$ cat config.mk
export PLATFORM = sky130hd
export DESIGN_NAME = seq_mult_flat
export DESIGN_NICKNAME = d
export VERILOG_FILES = /design/src/rtl/seq_mult_pkg.sv /design/src/rtl/seq_mult_if.sv /design/src/rtl/seq_mult_addsub.sv /design/src/rtl/seq_mult.sv /design/src/flat_wrapper.sv
export SDC_FILE = /design/constraint.sdc
export NUM_CORES = 1
export LEC_CHECK = 0
export CELL_PAD_IN_SITES_DETAIL_PLACEMENT = 2
export CELL_PAD_IN_SITES_GLOBAL_PLACEMENT = 2
export CORE_UTILIZATION = 31
export DETAILED_ROUTE_END_ITERATION = 16
export PLACE_DENSITY = 0.74
export SKIP_CTS_REPAIR_TIMING = 1
export SLEW_MARGIN = 30
export SYNTH_ARGS = -nofsm -noshare
export SYNTH_HDL_FRONTEND = slang
export SYNTH_SLANG_ARGS = --single-unit
$ cat constraint.sdc
create_clock -name Clk -period 6.4 [get_ports Clk]
set_clock_uncertainty 0.2 [all_clocks]
set_input_delay 0.64 -clock Clk [delete_from_list [all_inputs] [get_ports Clk]]
set_output_delay 0.64 -clock Clk [all_outputs]
set_load 0.01 [all_outputs]
$ cat src/rtl/seq_mult_pkg.sv
// Shared types and helpers for the sequential shift-and-add multiplier.
package mult_pkg;

  typedef enum logic [1:0] {
    IDLE = 2'd0,
    RUN  = 2'd1,
    DONE = 2'd2
  } state_t;

  // Iteration counter width; never below one bit.
  function automatic int cnt_width(input int w);
    return (w <= 2) ? 1 : $clog2(w);
  endfunction

endpackage

$ cat src/rtl/seq_mult_if.sv
// Operand/result bundle between the register inputs, the multiplier and the display logic.
interface seq_mult_if #(parameter int WIDTH = 8);
  import mult_pkg::*;

  // start is sampled only while the core is idle; a request seen in RUN or DONE
  // is dropped, not queued. done pulses for one cycle and P holds until the next
  // accepted start.
  logic                 start;
  logic                 sgn;
  logic [WIDTH-1:0]     A;
  logic [WIDTH-1:0]     B;
  logic                 busy;
  logic                 done;
  logic                 X;
  logic [2*WIDTH-1:0]   P;
  state_t               state;

  modport master (output start, sgn, A, B, input busy, done, X, P, state);
  modport slave  (input start, sgn, A, B, output busy, done, X, P, state);

endinterface

$ cat src/rtl/seq_mult_addsub.sv
// Ripple add/subtract with a sign (signed) or carry (unsigned) extension bit.
module addsub_n #(
  parameter int WIDTH = 8
) (
  input  logic [WIDTH-1:0] x,
  input  logic [WIDTH-1:0] y,
  input  logic             sub,
  input  logic             sgn,
  output logic [WIDTH-1:0] s,
  output logic             e
);

  logic [WIDTH:0] xe;
  logic [WIDTH:0] ye;
  logic [WIDTH:0] r;
  logic [WIDTH:0] c;

  // Extending to WIDTH+1 bits keeps the overflow of the WIDTH-bit sum in e.
  assign xe   = {sgn & x[WIDTH-1], x};
  assign ye   = {sgn & y[WIDTH-1], y} ^ {(WIDTH+1){sub}};
  assign c[0] = sub;

  for (genvar i = 0; i <= WIDTH; i++) begin : g_fa
    assign r[i] = xe[i] ^ ye[i] ^ c[i];
    if (i < WIDTH) begin : g_carry
      assign c[i+1] = (xe[i] & ye[i]) | (c[i] & (xe[i] ^ ye[i]));
    end
  end

  assign s = r[WIDTH-1:0];
  assign e = r[WIDTH];

endmodule

$ cat src/rtl/seq_mult.sv
// Sequential shift-and-add multiplier, one multiplier bit per clock, signed or unsigned.
module seq_mult
  import mult_pkg::*;
#(
  parameter int WIDTH = 8,
  parameter int CNT_W = cnt_width(WIDTH)
) (
  input  logic        Clk,
  input  logic        Reset_n,
  seq_mult_if.slave   bus
);

  state_t             state_q;
  state_t             state_n;
  logic [CNT_W-1:0]   count;
  logic               x_q;
  logic               mode;
  logic [WIDTH-1:0]   ah;
  logic [WIDTH-1:0]   bl;
  logic [WIDTH-1:0]   m;
  logic               last;
  logic [WIDTH-1:0]   sum;
  logic               ext;
  logic [WIDTH-1:0]   s_sel;
  logic               e_sel;

  assign last = (count == CNT_W'(WIDTH - 1));

  // The final signed step subtracts: the multiplier MSB carries weight -2^(WIDTH-1).
  addsub_n #(.WIDTH(WIDTH)) u_addsub (
    .x   (ah),
    .y   (m),
    .sub (mode & last),
    .sgn (mode),
    .s   (sum),
    .e   (ext)
  );

  always_comb begin
    s_sel = sum;
    e_sel = ext;
    if (!bl[0]) begin
      s_sel = ah;
      e_sel = mode ? x_q : 1'b0;
    end
  end

  always_ff @(posedge Clk or negedge Reset_n) begin
    if (!Reset_n) state_q <= IDLE;
    else          state_q <= state_n;
  end

  always_comb begin
    state_n = state_q;
    case (state_q)
      IDLE:    if (bus.start) state_n = RUN;
      RUN:     if (last)      state_n = DONE;
      DONE:    state_n = IDLE;
      default: state_n = IDLE;
    endcase
  end

  always_ff @(posedge Clk or negedge Reset_n) begin
    if (!Reset_n) begin
      count <= '0;
      x_q   <= 1'b0;
      mode  <= 1'b0;
      ah    <= '0;
      bl    <= '0;
      m     <= '0;
    end else begin
      case (state_q)
        IDLE: begin
          if (bus.start) begin
            m     <= bus.A;
            bl    <= bus.B;
            ah    <= '0;
            x_q   <= 1'b0;
            mode  <= bus.sgn;
            count <= '0;
          end
        end
        RUN: begin
          // Arithmetic right shift of {e, s, BL}; e also refills the AH MSB.
          {x_q, ah, bl} <= {e_sel, e_sel, s_sel, bl[WIDTH-1:1]};
          count         <= count + 1'b1;
        end
        default: ;
      endcase
    end
  end

  assign bus.busy  = (state_q != IDLE);
  assign bus.done  = (state_q == DONE);
  assign bus.X     = x_q;
  assign bus.P     = {ah, bl};
  assign bus.state = state_q;

endmodule
$ cat src/flat_wrapper.sv
// flat-port wrapper written by rule: the top's interface ports become plain ports
module seq_mult_flat import mult_pkg::*;
#(
  parameter int WIDTH = 8,
  parameter int CNT_W = cnt_width(WIDTH)
)
  (Clk, Reset_n, bus_start, bus_sgn, bus_A, bus_B, bus_busy, bus_done, bus_X, bus_P, bus_state);
  seq_mult_if #(.WIDTH(WIDTH)) bus_i ();
  input  logic Clk;
  input  logic Reset_n;
  input wire logic [$bits(bus_i.start)-1:0] bus_start;
  input wire logic [$bits(bus_i.sgn)-1:0] bus_sgn;
  input wire logic [$bits(bus_i.A)-1:0] bus_A;
  input wire logic [$bits(bus_i.B)-1:0] bus_B;
  output wire logic [$bits(bus_i.busy)-1:0] bus_busy;
  output wire logic [$bits(bus_i.done)-1:0] bus_done;
  output wire logic [$bits(bus_i.X)-1:0] bus_X;
  output wire logic [$bits(bus_i.P)-1:0] bus_P;
  output wire logic [$bits(bus_i.state)-1:0] bus_state;
  assign bus_i.start = bus_start;
  assign bus_i.sgn = bus_sgn;
  assign bus_i.A = bus_A;
  assign bus_i.B = bus_B;
  assign bus_busy = bus_i.busy;
  assign bus_done = bus_i.done;
  assign bus_X = bus_i.X;
  assign bus_P = bus_i.P;
  assign bus_state = bus_i.state;
  seq_mult #(.WIDTH(WIDTH), .CNT_W(CNT_W)) u_core (.Clk(Clk), .Reset_n(Reset_n), .bus(bus_i));
endmodule
==> impl_metrics.csv, run 1 <==
group,metric,value,unit
run_status,outcome,"finished, final reports clean",
synthesis,synth_cells,149,
critical_path,end_kind,"flip-flop",
route,via_count,1237,
critical_path,start_kind,"flip-flop",
power,p_per_area,500,nW/um2
layout,multi_input_area,845,um2
critical_path,crit_type,"flip-flop to flip-flop",
critical_path,cp.arrival,4.73,ns
timing,rsz0062_at_grt,"no",
timing,fin_ws,1.60,ns
synthesis,synth_area,1700,um2
global_route,gr-usage-all-layers,16.4,%
placement,pre_cts_slack,1.56,ns
synthesis,seq_area_frac_synth,44.2,%
die,rows,26,
clock_network,clk_path_buf_depth,2,
clock_network,ctsHtreeMaxLevel,2,
timing,setup_tns,0,ns
critical_path,r2r-end,"u_core.ah[6]",
global_route,grt-ovfl-total,0,
layout,layout-drive-gt1-share,13.8,%
synthesis,syn_avg_cell_area,11.4,um2
global_route,grt_max_degree,31,
route,wirelength,4140,um
hold_path,hp-class,"flip-flop to flip-flop",
critical_path,crit_start,"u_core.count[0]",
global_route,grt_pass1_vias,1419,
clock_network,cts_tree,"yes",
layout,utilization,42.3,%
critical_path,crit_end,"u_core.ah[6]",
die,dieWidth,76.1,um
placement,portBuffers,40,
clock_network,clkLatencyLatePin,0.27,ns
global_route,antenna_found_initial,0,
placement,dp.final_hpwl,3060,um
route,drc,0,
critical_path,r2r_slack,1.60,ns
route,vias_per_cell,4.79,
clock_network,cts.clk_slew.worst_paths,0.06,ns
route,ant_nets,0,
timing,slew_headroom,52.2,%
route,first_pass_iters,2,
timing,period_share,75.1,%
synthesis,syn-num-nets,178,
layout,regArea,751,um2
placement,gp_congestion,0.741,
synthesis,ys_warn_count,0,
timing,drv_slew,0,
synthesis,synth_cell_types,29,
clock_network,cts_made_buffers,5,
critical_path,ff2ff_path_depth,14,
die,dieArea,5790,um2
layout,fill_cells,555,
die,initial_utilization,32.7,%
critical_path,cp.required,6.32,ns
layout,antenna_cells,0,
layout,stdcell_count,258,
route,wl_per_cell,16.0,um
die,die_h,76.1,um
timing,tightest_slew,0.717,ns
critical_path,path_max_fanout,8,
layout,nets,217,
route,drt_iter0_markers,27,
placement,dp_cells,251,
timing,finalSetupViolCount,0,
clock_network,root_buffer,"clkbuf_8",
layout,area_delta_synth_final,29.4,%
critical_path,r2r-start,"u_core.count[0]",
run,drv_cap,0,
clock_network,cts.sinks,30,
timing,post-route-min-period,4.80,ns
power,ir_drop,139,uV
die,num_io_pins,41,
synthesis,synth_seq_cells,30,
timing,fmax,208,MHz
power,power.leakage,0.000896,uW
die,core,5200,um2
timing,hold_violations,0,
global_route,grt_pass1_wl,7220,um
Yosys cell counts, drive strengths merged:
cell type / instances / share of area, %
and3: 1 / 0.66
nor2b: 3 / 1.5
fa: 7 / 8.2
inv: 9 / 2.0
or2: 1 / 0.37
o22ai: 10 / 3.7
nand2: 21 / 4.6
xnor2: 2 / 1.0
xor2: 7 / 3.6
a21boi: 1 / 0.44
dfrtp: 30 / 44
o21ai: 11 / 3.2
mux2: 15 / 9.9
o21bai: 1 / 0.44
ha: 2 / 1.5
mux2i: 9 / 5.3
a21oi: 2 / 0.59
buf: 9 / 4.2
nor2: 2 / 1.4
o22a: 1 / 0.52
a22o: 1 / 0.52
a31o: 1 / 0.52
and2: 1 / 0.37
nand2b: 2 / 1.2
worst max-delay path, cell delays in order, from the launching register on:
cell     delay [ns]
dfrtp_1        0.40
ha_1           0.21
ha_1           0.25
nand2_1        0.35
xor2_1         0.17
fa_1           0.44
fa_1           0.39
fa_1           0.38
fa_1           0.38
fa_1           0.39
fa_1           0.37
inv_1          0.08
fa_1           0.40
mux2i_1        0.14
o22ai_1        0.09
layout by cell type, fill, tap and decap left out:
master / count
clkbuf_1: 2
a22o_1: 1
and3_4: 1
nand2b_1: 1
or2_2: 1
o22a_1: 1
buf_4: 1
nor2_8: 1
mux2_2: 15
nor2b_4: 1
a21boi_0: 1
clkbuf_8: 5
nand2b_4: 1
o21ai_0: 11
nand2_1: 21
mux2i_1: 9
o21bai_1: 1
o22ai_1: 10
nor2_1: 1
inv_1: 9
and2_1: 1
a21oi_1: 2
dfrtp_1: 30
clkdlybuf4s50_1: 40
nor2b_1: 2
xor2_1: 7
a31o_1: 1
xnor2_1: 2
ha_1: 2
fa_1: 7
registers in the layout, indices dropped and copies added (netlist names):
register,count
u_core.bus.X,1
u_core.bl,8
u_core.mode,1
u_core.ah,7
u_core.bus.state,2
u_core.m,8
u_core.count,3
through the flow:
| stage | total power [uW] | hold slack (ns) | instance area (um2) |
|---|---|---|---|
| 6_report | 1100 | 0.325 | 2200 |
| 5_1_grt | 1210 | 0.356 | 2200 |
| 4_1_cts | 1130 | 0.334 | 2200 |
| 3_5_place_dp | 978 | 0.316 | 2120 |
| 3_3_place_gp | 924 | 0.288 | 2120 |
| 2_1_floorplan | 763 | 0.144 | 1700 |
how the worst min path moves through the flow:
stage,from,end,slack [ns],depth (start not counted)
2_1_floorplan,Reset_n,u_core.ah[0],0.14,0
3_3_place_gp,u_core.count[0],u_core.count[0],0.29,1
3_5_place_dp,u_core.bl[1],u_core.bl[0],0.32,2
4_1_cts,u_core.bl[1],u_core.bl[0],0.33,2
5_1_grt,u_core.bl[1],u_core.bl[0],0.36,2
6_report,u_core.bl[1],u_core.bl[0],0.32,2
kinds of logic after synthesis:
kind of cell	Yosys count	share of synthesized area, %
AND/OR/NAND/NOR	31	10.2
flip-flops	30	44.2
XOR/XNOR	9	4.64
buffers and inverters	18	6.18
adder cells (fa/ha/maj)	9	9.71
multiplexers	24	15.2
AO/OA/AOI/OAI	28	9.93
power by group:
part | switching (uW) | internal [uW]
sequential | 98.2 | 281
clock | 66.6 | 74.7
combinational | 272 | 307
final cells by class:
cell class              count  area share, %
flip-flops and latches     30           34.1
well taps                  70           3.98
clock buffers               7           3.47
repair buffers             41           18.5
inverters                   9           1.53
multi-input cells         101           38.4
metal layers:
metal	global-route usage, %	vias to the layer above	part of all wire, %
met1	18.2	623	42
met5	0	-	0
li1	-	581	-
met2	29.9	28	53
met4	5.19	0	1.3
met3	4.67	5	4.0
Power figures use the tool's default switching activity.
==> run 2: changes to the inputs <==
--- a/config.mk
+++ b/config.mk
@@ -7,9 +7,9 @@
 export LEC_CHECK = 0
 export CELL_PAD_IN_SITES_DETAIL_PLACEMENT = 2
 export CELL_PAD_IN_SITES_GLOBAL_PLACEMENT = 2
-export CORE_UTILIZATION = 31
+export CORE_UTILIZATION = 28
 export DETAILED_ROUTE_END_ITERATION = 16
-export PLACE_DENSITY = 0.74
+export PLACE_DENSITY = 0.71
 export SKIP_CTS_REPAIR_TIMING = 1
 export SLEW_MARGIN = 30
 export SYNTH_ARGS = -nofsm -noshare
==> constraint.sdc (replaced) <==
create_clock -name Clk -period 4.32 [get_ports Clk]
set_clock_uncertainty 0.2 [all_clocks]
set_input_delay 0.432 -clock Clk [delete_from_list [all_inputs] [get_ports Clk]]
set_output_delay 0.432 -clock Clk [all_outputs]
set_load 0.01 [all_outputs]
==> run 2 against run 1 <==
  * Sequential share of layout area is 1.4 points lower
  * First-iteration DRC count rose by 110%
  * Design area is 4.4% higher
  * Die area up 10%
  * Critical endpoint unchanged
==> impl_metrics.csv, run 2 (same netlist as run 1, synthesis figures left out) <==
group,metric,value,unit
critical_path,cp_cell_sequence,"ha_1, ha_2, nand2_4, xor2_1, fa_2, fa_2, fa_2, fa_2, fa_2, fa_1, inv_1, fa_1, mux2i_1, o22ai_1",
route,drt-met1-wl,1980,um
run_status,outcome,"finished, final reports clean",
placement,portBuffers,40,
layout,layout-drive-gt1-share,20.7,%
route,dr_wl_met2,2300,um
critical_path,crit_start,"u_core.count[1]",
clock_network,root_buffer,"clkbuf_8",
power,power.leakage,0.000933,uW
layout,final_common_cell,"clkdlybuf4s50_1",
global_route,grt_pass1_vias,1503,
timing,drv_slew,0,
clock_network,cts_tree,"yes",
critical_path,crit_type,"flip-flop to flip-flop",
route,dr.max_layer_used,"met4",
critical_path,cp.required,4.25,ns
route,via_count,1260,
timing,hold_violations,0,
clock_network,ctsHtreeMaxLevel,2,
critical_path,r2r-start,"u_core.count[1]",
critical_path,end_kind,"flip-flop",
critical_path,cp.arrival,4.13,ns
clock_network,clk_path_buf_depth,2,
layout,antenna_cells,0,
die,num_io_pins,41,
die,dieWidth,79.9,um
die,dieArea,6390,um2
critical_path,path_max_fanout,3,
route,wirelength,4510,um
timing,tightest_slew,0.766,ns
die,rows,28,
die,die_h,79.9,um
global_route,grt-ovfl-total,0,
critical_path,crit_top_cell,"fa_2",
clock_network,cts_made_buffers,5,
critical_path,max_stage_delay,0.40,ns
global_route,gr-usage-all-layers,15.5,%
timing,fmax,238,MHz
layout,fill_cells,648,
clock_network,cts.clk_slew.worst_paths,0.08,ns
global_route,grt_pass1_wl,7350,um
timing,finalSetupViolCount,0,
route,wl_per_cell,16.8,um
power,p_per_area,776,nW/um2
route,ant_nets,0,
global_route,grt_max_degree,31,
timing,slew_headroom,48.9,%
timing,post-route-min-period,4.20,ns
placement,gp_congestion,0.666,
hold_path,hp-class,"primary input to asynchronous set/reset pin",
clock_network,cts.sinks,30,
layout,largestRegisters,"u_core.bl (8), u_core.m (8), u_core.ah (7)",
route,first_pass_iters,3,
critical_path,cpMaxStageDelayCell,"fa_1",
run,drv_cap,0,
power,finalPower,1780,uW
route,drt_iter0_markers,57,
clock_network,clkLatencyLatePin,0.29,ns
route,vias_per_cell,4.70,
route,dr_wl_met3,174,um
layout,nets,221,
layout,most-common-layout-cells,"clkdlybuf4s50_1 (40), dfrtp_1 (30), nand2_1 (20), mux2_2 (15), o21ai_0 (11)",
power,ir_drop,236,uV
timing,period_share,97.1,%
die,initial_utilization,28.9,%
die,core,5890,um2
layout,area_delta_synth_final,35.1,%
route,drc,0,
layout,utilization,39.0,%
global_route,antenna_found_initial,0,
critical_path,start_kind,"flip-flop",
[run 2: layout make-up]
cell class	instances	area, um2	area share (%)
Clock buffer	5	68.8	3.00
Multi-Input combinational cell	101	867	37.7
Clock inverter	3	45.0	1.96
Timing Repair Buffer	45	438	19.1
Inverter	9	33.8	1.47
Tap cell	75	93.8	4.08
Sequential cell	30	751	32.7
[run 2: metrics by stage]
step / cells / TNS (ns) / hold WS (ns) / setup slack, ns / cell area [um2]
after floorplan: 149 / 0 / -0.0636 / 0.00198 / 1710
after global placement: 259 / 0 / 0.296 / 0.0104 / 2160
after detailed placement: 259 / -0.0883 / 0.311 / -0.0883 / 2160
after CTS: 267 / -0.225 / 0.336 / -0.176 / 2270
after global routing: 268 / -0.00916 / 0.348 / -0.00916 / 2300
final: 268 / 0 / 0.335 / 0.124 / 2300
[run 2: path summary, 6_finish.rpt]
check	endpoint	slack [ns]	cells past startpoint
setup / recovery	u_core.ah[6]	0.12	14
hold / removal	u_core.ah[4]	0.33	2
setup reg to reg	u_core.ah[6]	0.12	14
hold reg to reg	u_core.m[6]	0.33	1
max in group asynchronous	u_core.ah[6]	3.29	2
min in group Clk	u_core.m[6]	0.33	1
[run 2: power by group]
| group | total [uW] | switching [uW] | internal [uW] |
|---|---|---|---|
| sequential | 568 | 152 | 416 |
| clock | 294 | 122 | 172 |
| combinational | 921 | 431 | 490 |
[run 2: worst max-delay path: cells and delay by family, from the launching register on]
kind | cells | cell delay (ns)
buf+inv | 1 | 0.08
compound gates | 1 | 0.10
simple gates | 1 | 0.06
xor+xnor | 1 | 0.17
mux | 1 | 0.14
fa+ha+maj | 9 | 2.92
flops | 1 | 0.37
[run 2: metal layers]
layer / GRT usage, % / up-vias
li1: - / 586
met1: 18.8 / 636
met2: 26.7 / 32
met3: 4.00 / 6
met4: 5.18 / 0
met5: 0 / -
